**src/rtl/adder_pkg.sv**
```systemverilog
// Shared adder types: operand width, prefix depth and the {g, p, h} bundle
// handed from the preprocessing stage to the carry network.
package adder_pkg;

  localparam int WIDTH  = 7;
  localparam int LEVELS = $clog2(WIDTH);

  typedef struct packed {
    logic [WIDTH-1:0] g;
    logic [WIDTH-1:0] p;
    logic [WIDTH-1:0] h;
  } bundle_t;

  typedef struct packed {
    logic g;
    logic p;
  } prefix_pair_t;

endpackage

```
**src/rtl/prefix_cell.sv**
```systemverilog
// Prefix operator (gl,pl) o (gr,pr) = (gl | pl&gr, pl&pr); the left operand
// is the more significant group.
module prefix_cell (
  input  logic gl,
  input  logic pl,
  input  logic gr,
  input  logic pr,
  output logic g,
  output logic p
);

  assign g = gl | (pl & gr);
  assign p = pl & pr;

endmodule

```
**src/rtl/prefix_carry_pipe.sv**
```systemverilog
// Pipelined Kogge-Stone carry network for the plain and k-corrected paths,
// one register per prefix level, with a valid/ready handshake on both ends.
module prefix_carry_pipe
  import adder_pkg::*;
#(
  parameter int WIDTH  = adder_pkg::WIDTH,
  parameter int LEVELS = adder_pkg::LEVELS
) (
  input  logic             clk,
  input  logic             rst_n,
  input  logic             in_valid,
  output logic             in_ready,
  input  logic [WIDTH-1:0] g,
  input  logic [WIDTH-1:0] p,
  input  logic [WIDTH-1:0] h,
  input  logic [WIDTH-1:0] g_prim,
  input  logic [WIDTH-1:0] p_prim,
  input  logic [WIDTH-1:0] h_prim,
  output logic             out_valid,
  input  logic             out_ready,
  output logic [WIDTH-1:0] c,
  output logic [WIDTH-1:0] c_prim,
  output logic [WIDTH-1:0] h_out,
  output logic [WIDTH-1:0] h_prim_out,
  output logic             sel
);

  localparam int PATHS = 2;

  bundle_t          in_bundle [PATHS];
  bundle_t          stage_reg [LEVELS][PATHS];
  logic [WIDTH-1:0] g_next    [LEVELS][PATHS];
  logic [WIDTH-1:0] p_next    [LEVELS][PATHS];
  logic [WIDTH-1:0] h_next    [LEVELS][PATHS];
  logic [LEVELS-1:0] vld_reg;
  logic             en;

  assign out_valid = vld_reg[LEVELS-1];
  assign en        = !out_valid || out_ready;
  // All stages are being emptied while in reset, so advertise space even if
  // the previous contents were stalled; nothing is captured until release.
  assign in_ready  = en || !rst_n;

  assign in_bundle[0] = '{g: g,      p: p,      h: h};
  assign in_bundle[1] = '{g: g_prim, p: p_prim, h: h_prim};

  for (genvar lv = 0; lv < LEVELS; lv++) begin : g_level
    localparam int SPAN = 1 << lv;
    for (genvar pa = 0; pa < PATHS; pa++) begin : g_path
      bundle_t src;
      if (lv == 0) begin : g_first
        assign src = in_bundle[pa];
      end else begin : g_rest
        assign src = stage_reg[lv-1][pa];
      end

      assign h_next[lv][pa] = src.h;

      for (genvar gi = 0; gi < WIDTH; gi++) begin : g_bit
        if (gi >= SPAN) begin : g_cell
          prefix_cell u_cell (
            .gl (src.g[gi]),
            .pl (src.p[gi]),
            .gr (src.g[gi-SPAN]),
            .pr (src.p[gi-SPAN]),
            .g  (g_next[lv][pa][gi]),
            .p  (p_next[lv][pa][gi])
          );
        end else begin : g_pass
          assign g_next[lv][pa][gi] = src.g[gi];
          assign p_next[lv][pa][gi] = src.p[gi];
        end
      end
    end
  end

  // The whole pipe moves in lockstep; bubbles carry don't-care data.
  always_ff @(posedge clk) begin
    if (!rst_n) begin
      vld_reg <= '0;
      for (int lv = 0; lv < LEVELS; lv++) begin
        for (int pa = 0; pa < PATHS; pa++) begin
          stage_reg[lv][pa] <= '0;
        end
      end
    end else if (en) begin
      vld_reg <= (vld_reg << 1) | LEVELS'(in_valid);
      for (int lv = 0; lv < LEVELS; lv++) begin
        for (int pa = 0; pa < PATHS; pa++) begin
          stage_reg[lv][pa] <= '{g: g_next[lv][pa], p: p_next[lv][pa], h: h_next[lv][pa]};
        end
      end
    end
  end

  assign c          = stage_reg[LEVELS-1][0].g;
  assign c_prim     = stage_reg[LEVELS-1][1].g;
  assign h_out      = stage_reg[LEVELS-1][0].h;
  assign h_prim_out = stage_reg[LEVELS-1][1].h;
  assign sel        = c_prim[WIDTH-1];

endmodule

```
**config.mk**
```make
export PLATFORM = sky130hd
export DESIGN_NAME = prefix_carry_pipe
export DESIGN_NICKNAME = d
export VERILOG_FILES = /design/src/rtl/adder_pkg.sv /design/src/rtl/prefix_cell.sv /design/src/rtl/prefix_carry_pipe.sv
export SDC_FILE = /design/constraint.sdc
export NUM_CORES = 1
export LEC_CHECK = 0
export ABC_AREA = 1
export BUFFER_PORTS_ARGS = -buffer_cell sky130_fd_sc_hd__buf_2
export CORE_UTILIZATION = 47
export DETAILED_ROUTE_END_ITERATION = 10
export GPL_TIMING_DRIVEN = 0
export PLACE_DENSITY = 0.68
export SYNTH_ARGS = -nofsm -noshare
export SYNTH_HDL_FRONTEND = slang
export SYNTH_HIERARCHICAL = 1
export SYNTH_SLANG_ARGS = --single-unit
export TNS_END_PERCENT = 30
```
**constraint.sdc**
```tcl
create_clock -name clk -period 6.3 [get_ports clk]
set_clock_uncertainty 0.15 [all_clocks]
set_input_delay 0.63 -clock clk [delete_from_list [all_inputs] [get_ports clk]]
set_output_delay 0.63 -clock clk [all_outputs]
set_load 0.05 [all_outputs]
```
Yosys cells after proc, flatten, opt, wreduce, memory -nomap -nowiden
Memory sizes are Yosys's and may differ from the RTL's.
Index checks and enable logic that the tools add are counted.

cells by class
  bitwise operators = 91
  reductions and logical operators = 4
  multiplexer cells = 10

operators with widths
  kind                                 count
  21-bit two-way mux                   6
  1-bit bitwise AND                    56
  1-bit OR                             34
  1-bit two-way mux                    4
  3-bit by 1-bit OR with 3-bit output  1
  1-bit logical NOT                    2
  1-bit logical OR                     2

word-level totals
  output and inout bits = 31
  memories kept = 1
  flip-flop bits (word level) = 3
  bits of input ports = 46
  bits in writable memories = 126

memories
  name       words  bits a word  rd ports  clocked after Yosys merged registers in  wr ports  RTL line                 source
  stage_reg  3      42           3         0                                        3         prefix_carry_pipe.sv:31  bundle_t stage_reg [LEVELS][PATHS];

Depth between registers and ports, before layout
Gate-level depths: netlist of the first run.

  word-level depth = 6
  depth in mapped cells = 6

Cells and area by module
Netlist of the first run, hierarchy kept.

by module, submodules not included
  module             seq. area each (um^2)  area each (um^2)  cells each  instances
  prefix_carry_pipe  3363.2                 4379.2            358         1
  prefix_cell        0.0                    18.8              5           28

Worst setup path after synthesis of the first run
Ideal clock, no wire load.

  path kind = flip-flop to flip-flop
  from = register vld_reg[2]
  to = memory stage_reg[0][0] (netlist bit) (enable)
  slack = 1.065 ns
  required time = 4.718 ns
  buffers on the path = 0
  arrival = 3.652 ns
  cell stages (with the launch flop) = 2
  cell sequence = dfxtp_1 -> nand3_1

RTL lines
  item                      RTL line                 source
  start: declaration        prefix_carry_pipe.sv:35  logic [LEVELS-1:0] vld_reg;
  start signal: assignment  prefix_carry_pipe.sv:87  vld_reg <= (vld_reg << 1) | LEVELS'(in_valid);
  end: declaration          prefix_carry_pipe.sv:31

Final worst setup path of the first run
  from = input port out_ready
  to = output port in_ready

between the ends
  word-level cells in the longest chain between the ends = 2

RTL lines
  item                RTL line                 source
  start: declaration  prefix_carry_pipe.sv:20  input logic out_ready,
  1-bit logical OR    prefix_carry_pipe.sv:39  assign en = !out_valid || out_ready;
  1-bit logical OR    prefix_carry_pipe.sv:42  assign in_ready = en || !rst_n;
  end: declaration    prefix_carry_pipe.sv:12  output logic in_ready,

No other way between the ends.

==> impl_results.html, run 1 <==
<table>
<tr><th>Metric</th><th>Value</th></tr>
<tr><th colspan="2">Worst setup path</th></tr>
<tr><td>Most common cell on crit path</td><td>buf_2</td></tr>
<tr><td>Crit-path leading delay family</td><td>buffers and inverters</td></tr>
<tr><td>Critical Path Source</td><td>out_ready</td></tr>
<tr><td>R2R Path Start</td><td>vld_reg[2]</td></tr>
<tr><td>Type of the worst setup path</td><td>primary input to primary output</td></tr>
<tr><td>Worst flop-to-flop path endpoint</td><td>stage_reg[0][45]</td></tr>
<tr><td>Slack of the worst reg-to-reg path</td><td>4.50 ns</td></tr>
<tr><td>Worst setup EP type</td><td>primary output</td></tr>
<tr><td>Data arrival at the endpoint of the critical path</td><td>1.70 ns</td></tr>
<tr><td>Startpoint kind of the worst setup timing path</td><td>primary input</td></tr>
<tr><td>Critical-path cell with the highest stage delay</td><td>nand3_4</td></tr>
<tr><td>Worst-path maximum fanout</td><td>38</td></tr>
<tr><td>Buffering stage count on the worst path with inverters included</td><td>3</td></tr>
<tr><td>Crit path cell chain</td><td>buf_2, inv_1, nand3_4, buf_2</td></tr>
<tr><td>Maximum cell stage delay along the critical path</td><td>0.43 ns</td></tr>
<tr><td>Worst path required time</td><td>5.52 ns</td></tr>
<tr><td>Number of cell instances on the worst register-to-register path</td><td>2</td></tr>
<tr><th colspan="2">Power and ir drop</th></tr>
<tr><td>Internal power</td><td>0.00102 W</td></tr>
<tr><td>Relative contribution of the clock network to total power</td><td>0.305</td></tr>
<tr><td>Portion of total power attributed to sequential cells</td><td>0.594</td></tr>
<tr><td>Sum of internal, switching and leakage power</td><td>0.00135 W</td></tr>
<tr><td>Switching Fraction</td><td>0.243</td></tr>
<tr><td>Leakage power total</td><td>2.70 nW</td></tr>
<tr><td>Power Density</td><td>261 nW/um^2</td></tr>
<tr><td>Worst vdd rail ir drop</td><td>140 uV</td></tr>
<tr><td>Comb pwr share</td><td>0.101</td></tr>
<tr><td>Sw Pwr</td><td>0.000328 W</td></tr>
<tr><th colspan="2">Route</th></tr>
<tr><td>DRC</td><td>0</td></tr>
<tr><td>Iteration-0 DRC count of the detailed router</td><td>87</td></tr>
<tr><td>Routed vias</td><td>2747</td></tr>
<tr><td>Post-route antenna net violation count</td><td>0</td></tr>
<tr><td>Final routed wirelength across all metal layers</td><td>6.30 mm</td></tr>
<tr><td>Number of iterations in the first detailed-routing pass</td><td>4</td></tr>
<tr><td>Detailed-route wire length per cell</td><td>9.75 um</td></tr>
<tr><td>Average vias per placed instance</td><td>4.25</td></tr>
<tr><th colspan="2">Worst hold path</th></tr>
<tr><td>Worst hold path type</td><td>register to register</td></tr>
<tr><td>WHS Endpoint</td><td>vld_reg[2]</td></tr>
<tr><td>Number of instances on the worst hold path</td><td>2</td></tr>
<tr><td>Startpoint of the most critical hold path</td><td>vld_reg[1]</td></tr>
<tr><th colspan="2">Placed design</th></tr>
<tr><td>Post-detailed-placement half-perimeter wirelength</td><td>4.31 mm</td></tr>
<tr><td>Cell area reported after detailed placement</td><td>4990 um^2</td></tr>
<tr><td>Port bufs</td><td>74</td></tr>
<tr><td>Routability Congestion</td><td>0.753</td></tr>
<tr><th colspan="2">Final layout</th></tr>
<tr><td>Post-route cell area</td><td>5180 um^2</td></tr>
<tr><td>Number of flip-flops in the largest register</td><td>100</td></tr>
<tr><td>Ratio of cells with drive above 1 in the final layout</td><td>0.194</td></tr>
<tr><td>Antenna diode count</td><td>0</td></tr>
<tr><td>Area growth from synthesis to final layout</td><td>16.8%</td></tr>
<tr><td>Net count reported at finish</td><td>576</td></tr>
<tr><td>Final core utilization</td><td>0.564</td></tr>
<tr><th colspan="2">Timing</th></tr>
<tr><td>Post-route minimum period</td><td>2.48 ns</td></tr>
<tr><td>Setup repair after global routing missed its margin</td><td>no</td></tr>
<tr><td>Count of final hold-check violations</td><td>0</td></tr>
<tr><td>Max Fclk</td><td>404 MHz</td></tr>
<tr><td>Sum of negative setup slack</td><td>0 ns</td></tr>
<tr><td>Setup-failing EPs final</td><td>0</td></tr>
<tr><td>Worst slew margin relative to its limit</td><td>0.643</td></tr>
<tr><td>Number of slew-limit violations in the final report</td><td>0</td></tr>
<tr><td>Final cycle utilization of the critical path</td><td>0.393</td></tr>
<tr><td>Slew at the pin with the worst max-slew slack</td><td>0.536 ns</td></tr>
<tr><th colspan="2">Clock tree</th></tr>
<tr><td>Clock buffer depth</td><td>2</td></tr>
<tr><td>H-tree levels</td><td>3</td></tr>
<tr><td>Clock-pin slew reported for the worst setup and hold paths after clock tree synthesis</td><td>0.10 ns</td></tr>
<tr><td>TritonCTS clock tree</td><td>done</td></tr>
<tr><td>Clock Sinks</td><td>103</td></tr>
<tr><td>Latest clock arrival within the worst-skew pair</td><td>0.37 ns</td></tr>
<tr><td>Total clock buffers created by CTS</td><td>9</td></tr>
<tr><td>Post-CTS sizing</td><td>0</td></tr>
<tr><td>Post-CTS Setup Inserts</td><td>0</td></tr>
<tr><td>Post-CTS Hold Buffers</td><td>0</td></tr>
<tr><td>Root buffer cell</td><td>clkbuf_8</td></tr>
<tr><th colspan="2">Status</th></tr>
<tr><td>Run status</td><td>completed</td></tr>
<tr><th colspan="2">Synthesis</th></tr>
<tr><td>Cell area after synthesis</td><td>4440 um^2</td></tr>
<tr><td>Cells after Synth</td><td>444</td></tr>
<tr><td>Per-instance average area after synthesis</td><td>10.0 um^2</td></tr>
<tr><td>Synth Net Count</td><td>490</td></tr>
<tr><td>Yosys Warn Count</td><td>6</td></tr>
<tr><th colspan="2">Global route</th></tr>
<tr><td>First-pass GRT wire length</td><td>10.5 mm</td></tr>
<tr><td>Remaining global-route overflow</td><td>0</td></tr>
<tr><td>Via count of the first global-routing pass</td><td>2542</td></tr>
<tr><td>Antenna violations before repair</td><td>0</td></tr>
<tr><td>Overall global routing resource usage</td><td>0.140</td></tr>
<tr><td>Pin count of the biggest net entering global routing</td><td>66</td></tr>
<tr><th colspan="2">Floorplanning</th></tr>
<tr><td>Die span in y</td><td>99.2 um</td></tr>
<tr><td>Number of top-level pins</td><td>77</td></tr>
<tr><td>Initial cell density of the core</td><td>0.483</td></tr>
<tr><td>Area of the die</td><td>9840 um^2</td></tr>
<tr><td>Chip width</td><td>99.2 um</td></tr>
<tr><td>Number of placement rows</td><td>35</td></tr>
<tr><td>Area of the core region</td><td>9200 um^2</td></tr>
<tr><th colspan="2">Flow run</th></tr>
<tr><td>Number of violations of the max-capacitance limit</td><td>0</td></tr>
</table>
placed cells by master, fill, tap and decap left out, types with 2 or more instances in the layout:
| cell | instances |
|---|---|
| nand3_1 | 2 |
| inv_1 | 145 |
| edfxtp_1 | 100 |
| nor2_1 | 100 |
| inv_6 | 3 |
| dfxtp_1 | 3 |
| clkbuf_8 | 9 |
| nand4_1 | 2 |
| buf_2 | 75 |
| nand2_1 | 78 |
| buf_6 | 11 |
cell type report:
class,instances,area [um^2]
fillers,791,4010
clock buffers,10,128
inverters,145,544
multi-input cells,183,708
clock inverters,6,68.8
plain buffers,13,136
well taps,111,139
flip-flops and latches,103,3060
repair buffers,75,398
worst max path at each step:
| stage | end | slack (ns) | cells past startpoint |
|---|---|---|---|
| final | in_ready | 3.82 | 4 |
| after global routing | in_ready | 3.73 | 4 |
| after CTS | in_ready | 3.79 | 2 |
| after detailed placement | in_ready | 3.79 | 4 |
| after global placement | in_ready | 0.46 | 4 |
| after floorplan | stage_reg[0][0] | 1.38 | 1 |
per-stage QoR:
step | std cells | worst slack, ns | hold slack (ns)
2_1_floorplan | 444 | 1.38 | 0.272
3_3_place_gp | 629 | 0.461 | 0.280
3_5_place_dp | 630 | 3.79 | 0.297
4_1_cts | 646 | 3.79 | 0.306
5_1_grt | 646 | 3.73 | 0.317
6_report | 646 | 3.82 | 0.303
layer usage:
| metal | part of all wire | up-vias | track usage |
|---|---|---|---|
| li1 | - | 1464 | - |
| met1 | 0.41 | 1221 | 0.145 |
| met2 | 0.53 | 49 | 0.264 |
| met3 | 0.032 | 13 | 0.0309 |
| met4 | 0.026 | 0 | 0.0758 |
| met5 | 0 | - | 0 |
worst register-to-register path, cell delays in order (launching register included):
cell     delay, ns
dfxtp_1       0.47
nand3_4       0.46
buf_16        0.41
power groups by stage:
| stage | logic, W | clock network [W] | registers (W) |
|---|---|---|---|
| after floorplan | 0.0000625 | 0 | 0.000853 |
| after global placement | 0.000133 | 0 | 0.000819 |
| after detailed placement | 0.000137 | 0 | 0.000819 |
| after CTS | 0.000138 | 0.000422 | 0.000803 |
| after global routing | 0.000152 | 0.000448 | 0.000808 |
| final | 0.000136 | 0.000412 | 0.000803 |
Power figures use the tool's default switching activity.
==> run 2: changes to the inputs <==
Settings changed: ABC_AREA 1 to 0.
Clock period 6.3 ns to 2.4 ns, I/O delays scaled along.
==> run 2 against run 1 <==
Worst hold slack worse by 0.26 ns. Critical path depth increased by 1. Worst setup slack got worse by 3.6 ns. First-iteration DRC count increased by 44%. Sequential share of layout area is 1.1 points lower. Final area is 1.9% higher. Final cell count down 22%. Largest cell class unchanged.
==> impl_results.html, run 2 <==
<table>
<tr><th>Metric</th><th>Value</th></tr>
<tr><th colspan="2">Synthesis</th></tr>
<tr><td>Per-instance average area after synthesis</td><td>16.0 um^2</td></tr>
<tr><td>Synth Net Count</td><td>326</td></tr>
<tr><td>Cell area after synthesis</td><td>4490 um^2</td></tr>
<tr><td>Yosys Warn Count</td><td>6</td></tr>
<tr><td>Cells after Synth</td><td>280</td></tr>
<tr><th colspan="2">Clock tree</th></tr>
<tr><td>Clock Sinks</td><td>103</td></tr>
<tr><td>Post-CTS Setup Inserts</td><td>0</td></tr>
<tr><td>TritonCTS clock tree</td><td>done</td></tr>
<tr><td>Clock buffer depth</td><td>2</td></tr>
<tr><td>H-tree levels</td><td>3</td></tr>
<tr><td>Clock-pin slew reported for the worst setup and hold paths after clock tree synthesis</td><td>0.09 ns</td></tr>
<tr><td>Total clock buffers created by CTS</td><td>9</td></tr>
<tr><td>Root buffer cell</td><td>clkbuf_8</td></tr>
<tr><td>Latest clock arrival within the worst-skew pair</td><td>0.35 ns</td></tr>
<tr><th colspan="2">Timing</th></tr>
<tr><td>Setup repair after global routing missed its margin</td><td>no</td></tr>
<tr><td>Slew at the pin with the worst max-slew slack</td><td>0.637 ns</td></tr>
<tr><td>Max Fclk</td><td>453 MHz</td></tr>
<tr><td>Setup-failing EPs final</td><td>0</td></tr>
<tr><td>Final cycle utilization of the critical path</td><td>0.921</td></tr>
<tr><td>Post-route minimum period</td><td>2.21 ns</td></tr>
<tr><td>Number of slew-limit violations in the final report</td><td>0</td></tr>
<tr><td>Worst slew margin relative to its limit</td><td>0.575</td></tr>
<tr><td>Count of final hold-check violations</td><td>0</td></tr>
<tr><th colspan="2">Floorplanning</th></tr>
<tr><td>Area of the die</td><td>9960 um^2</td></tr>
<tr><td>Number of top-level pins</td><td>77</td></tr>
<tr><td>Initial cell density of the core</td><td>0.486</td></tr>
<tr><td>Area of the core region</td><td>9240 um^2</td></tr>
<tr><td>Die span in y</td><td>99.8 um</td></tr>
<tr><td>Number of placement rows</td><td>35</td></tr>
<tr><td>Chip width</td><td>99.8 um</td></tr>
<tr><th colspan="2">Worst setup path</th></tr>
<tr><td>Data arrival at the endpoint of the critical path</td><td>1.82 ns</td></tr>
<tr><td>R2R Path Start</td><td>vld_reg[2]</td></tr>
<tr><td>Number of cell instances on the worst register-to-register path</td><td>4</td></tr>
<tr><td>Most common cell on crit path</td><td>buf_6</td></tr>
<tr><td>Maximum cell stage delay along the critical path</td><td>0.33 ns</td></tr>
<tr><td>Worst setup EP type</td><td>primary output</td></tr>
<tr><td>Worst path required time</td><td>2.01 ns</td></tr>
<tr><td>Worst flop-to-flop path endpoint</td><td>stage_reg[0][61]</td></tr>
<tr><td>Startpoint kind of the worst setup timing path</td><td>register</td></tr>
<tr><td>Type of the worst setup path</td><td>register to primary output</td></tr>
<tr><td>Worst-path maximum fanout</td><td>26</td></tr>
<tr><td>Crit path cell chain</td><td>nor2b_4, buf_6, buf_6, nand2_8, clkbuf_4</td></tr>
<tr><td>Slack of the worst reg-to-reg path</td><td>0.48 ns</td></tr>
<tr><td>Critical-path cell with the highest stage delay</td><td>dfxtp_1</td></tr>
<tr><th colspan="2">Global route</th></tr>
<tr><td>Antenna violations before repair</td><td>0</td></tr>
<tr><td>Pin count of the biggest net entering global routing</td><td>52</td></tr>
<tr><td>Overall global routing resource usage</td><td>0.159</td></tr>
<tr><td>Via count of the first global-routing pass</td><td>2405</td></tr>
<tr><td>Remaining global-route overflow</td><td>0</td></tr>
<tr><td>First-pass GRT wire length</td><td>12.0 mm</td></tr>
<tr><th colspan="2">Route</th></tr>
<tr><td>Detailed-route wire length per cell</td><td>15.0 um</td></tr>
<tr><td>Iteration-0 DRC count of the detailed router</td><td>125</td></tr>
<tr><td>Average vias per placed instance</td><td>5.00</td></tr>
<tr><td>Routed vias</td><td>2507</td></tr>
<tr><td>Final routed wirelength across all metal layers</td><td>7.52 mm</td></tr>
<tr><td>Post-route antenna net violation count</td><td>0</td></tr>
<tr><td>DRC</td><td>0</td></tr>
<tr><td>Number of iterations in the first detailed-routing pass</td><td>5</td></tr>
<tr><th colspan="2">Final layout</th></tr>
<tr><td>Antenna diode count</td><td>0</td></tr>
<tr><td>Area growth from synthesis to final layout</td><td>17.6%</td></tr>
<tr><td>Net count reported at finish</td><td>413</td></tr>
<tr><td>Total of fill cells in the finished design</td><td>758</td></tr>
<tr><td>Final core utilization</td><td>0.572</td></tr>
<tr><td>Ratio of cells with drive above 1 in the final layout</td><td>0.341</td></tr>
<tr><td>Commonest non-fill, non-tap cells in the layout</td><td>100 x and3b_1, 100 x edfxtp_1, 82 x buf_2, 28 x a21o_1, 16 x and2_2</td></tr>
<tr><td>Number of flip-flops in the largest register</td><td>100</td></tr>
<tr><th colspan="2">Power and ir drop</th></tr>
<tr><td>Comb pwr share</td><td>0.094</td></tr>
<tr><td>Leakage power total</td><td>2.66 nW</td></tr>
<tr><td>Worst vdd rail ir drop</td><td>444 uV</td></tr>
<tr><td>Power Density</td><td>679 nW/um^2</td></tr>
<tr><td>Internal power</td><td>0.00279 W</td></tr>
<tr><td>Relative contribution of the clock network to total power</td><td>0.319</td></tr>
<tr><td>Portion of total power attributed to sequential cells</td><td>0.588</td></tr>
<tr><td>Sum of internal, switching and leakage power</td><td>0.00359 W</td></tr>
<tr><td>Sw Pwr</td><td>0.000792 W</td></tr>
<tr><td>Switching Fraction</td><td>0.221</td></tr>
<tr><th colspan="2">Placed design</th></tr>
<tr><td>Post-detailed-placement half-perimeter wirelength</td><td>5.09 mm</td></tr>
<tr><td>Routability Congestion</td><td>0.762</td></tr>
<tr><td>Port bufs</td><td>73</td></tr>
<tr><th colspan="2">Worst hold path</th></tr>
<tr><td>WHS Endpoint</td><td>stage_reg[0][2]</td></tr>
<tr><td>Worst hold path type</td><td>primary input to register</td></tr>
<tr><td>Number of instances on the worst hold path</td><td>2</td></tr>
<tr><td>Startpoint of the most critical hold path</td><td>h_prim[2]</td></tr>
<tr><th colspan="2">Status</th></tr>
<tr><td>Run status</td><td>completed</td></tr>
<tr><th colspan="2">Flow run</th></tr>
<tr><td>Number of violations of the max-capacitance limit</td><td>0</td></tr>
</table>
[run 2: through the flow]
stage | hold WS (ns) | cells | instance area [um^2] | setup TNS (ns) | setup slack [ns]
after floorplan | 0.229 | 280 | 4500 | 0 | 0.00755
after global placement | 0.297 | 482 | 5030 | -0.0990 | -0.0990
after detailed placement | 0.312 | 482 | 5030 | -0.111 | -0.111
after CTS | 0.0323 | 500 | 5270 | 0 | 0.0690
after global routing | 0.0272 | 501 | 5280 | 0 | 0.0722
final | 0.0429 | 501 | 5280 | 0 | 0.190
[run 2: what timing repair did]
item	4_1_cts	5_1_grt
endpoints found under the setup margin	1	1
gates resized for setup	1	1
hold buffers	1	0
pin swaps	1	1
gates cloned	1	1
hold endpoints to repair	1	0
[run 2: area by class of cell]
cell class | count | area, um^2 | area share
Sequential cell | 103 | 3060 | 0.580
Clock buffer | 10 | 128 | 0.0242
Timing Repair Buffer | 74 | 378 | 0.0715
Clock inverter | 6 | 85.1 | 0.0161
Tap cell | 129 | 161 | 0.0305
Multi-Input combinational cell | 154 | 1300 | 0.246
Buffer | 25 | 168 | 0.0317
[run 2: power by group through the flow]
stage                     clock network (W)  registers, W  logic, W
after global routing                0.00121       0.00212  0.000363
after detailed placement                  0       0.00215  0.000333
after CTS                           0.00116       0.00211  0.000337
after floorplan                           0       0.00223  0.000140
final                               0.00114       0.00211  0.000336
after global placement                    0       0.00215  0.000327
[run 2: how the worst max path moves through the flow]
stage	startpoint	to	slack, ns	cells past startpoint
after floorplan	vld_reg[2]	stage_reg[0][0]	0.008	4
after global placement	vld_reg[2]	in_ready	-0.1	5
after detailed placement	vld_reg[2]	in_ready	-0.11	5
after CTS	vld_reg[2]	in_ready	0.07	5
after global routing	vld_reg[2]	in_ready	0.07	5
final	vld_reg[2]	in_ready	0.19	5
[run 2: worst max-delay path, delay by kind of cell (launching register included)]
kind	cells	cell delay, ns
buffers and inverters	3	0.69
AND/OR/NAND/NOR	2	0.42
flip-flops	1	0.33
[run 2: layer usage]
layer	global-route usage	up-vias	wire, um
met2	0.245	76	3380
li1	-	1232	-
met3	0.0536	7	471
met4	0.0475	0	84
met1	0.216	1192	3590
met5	0	-	0
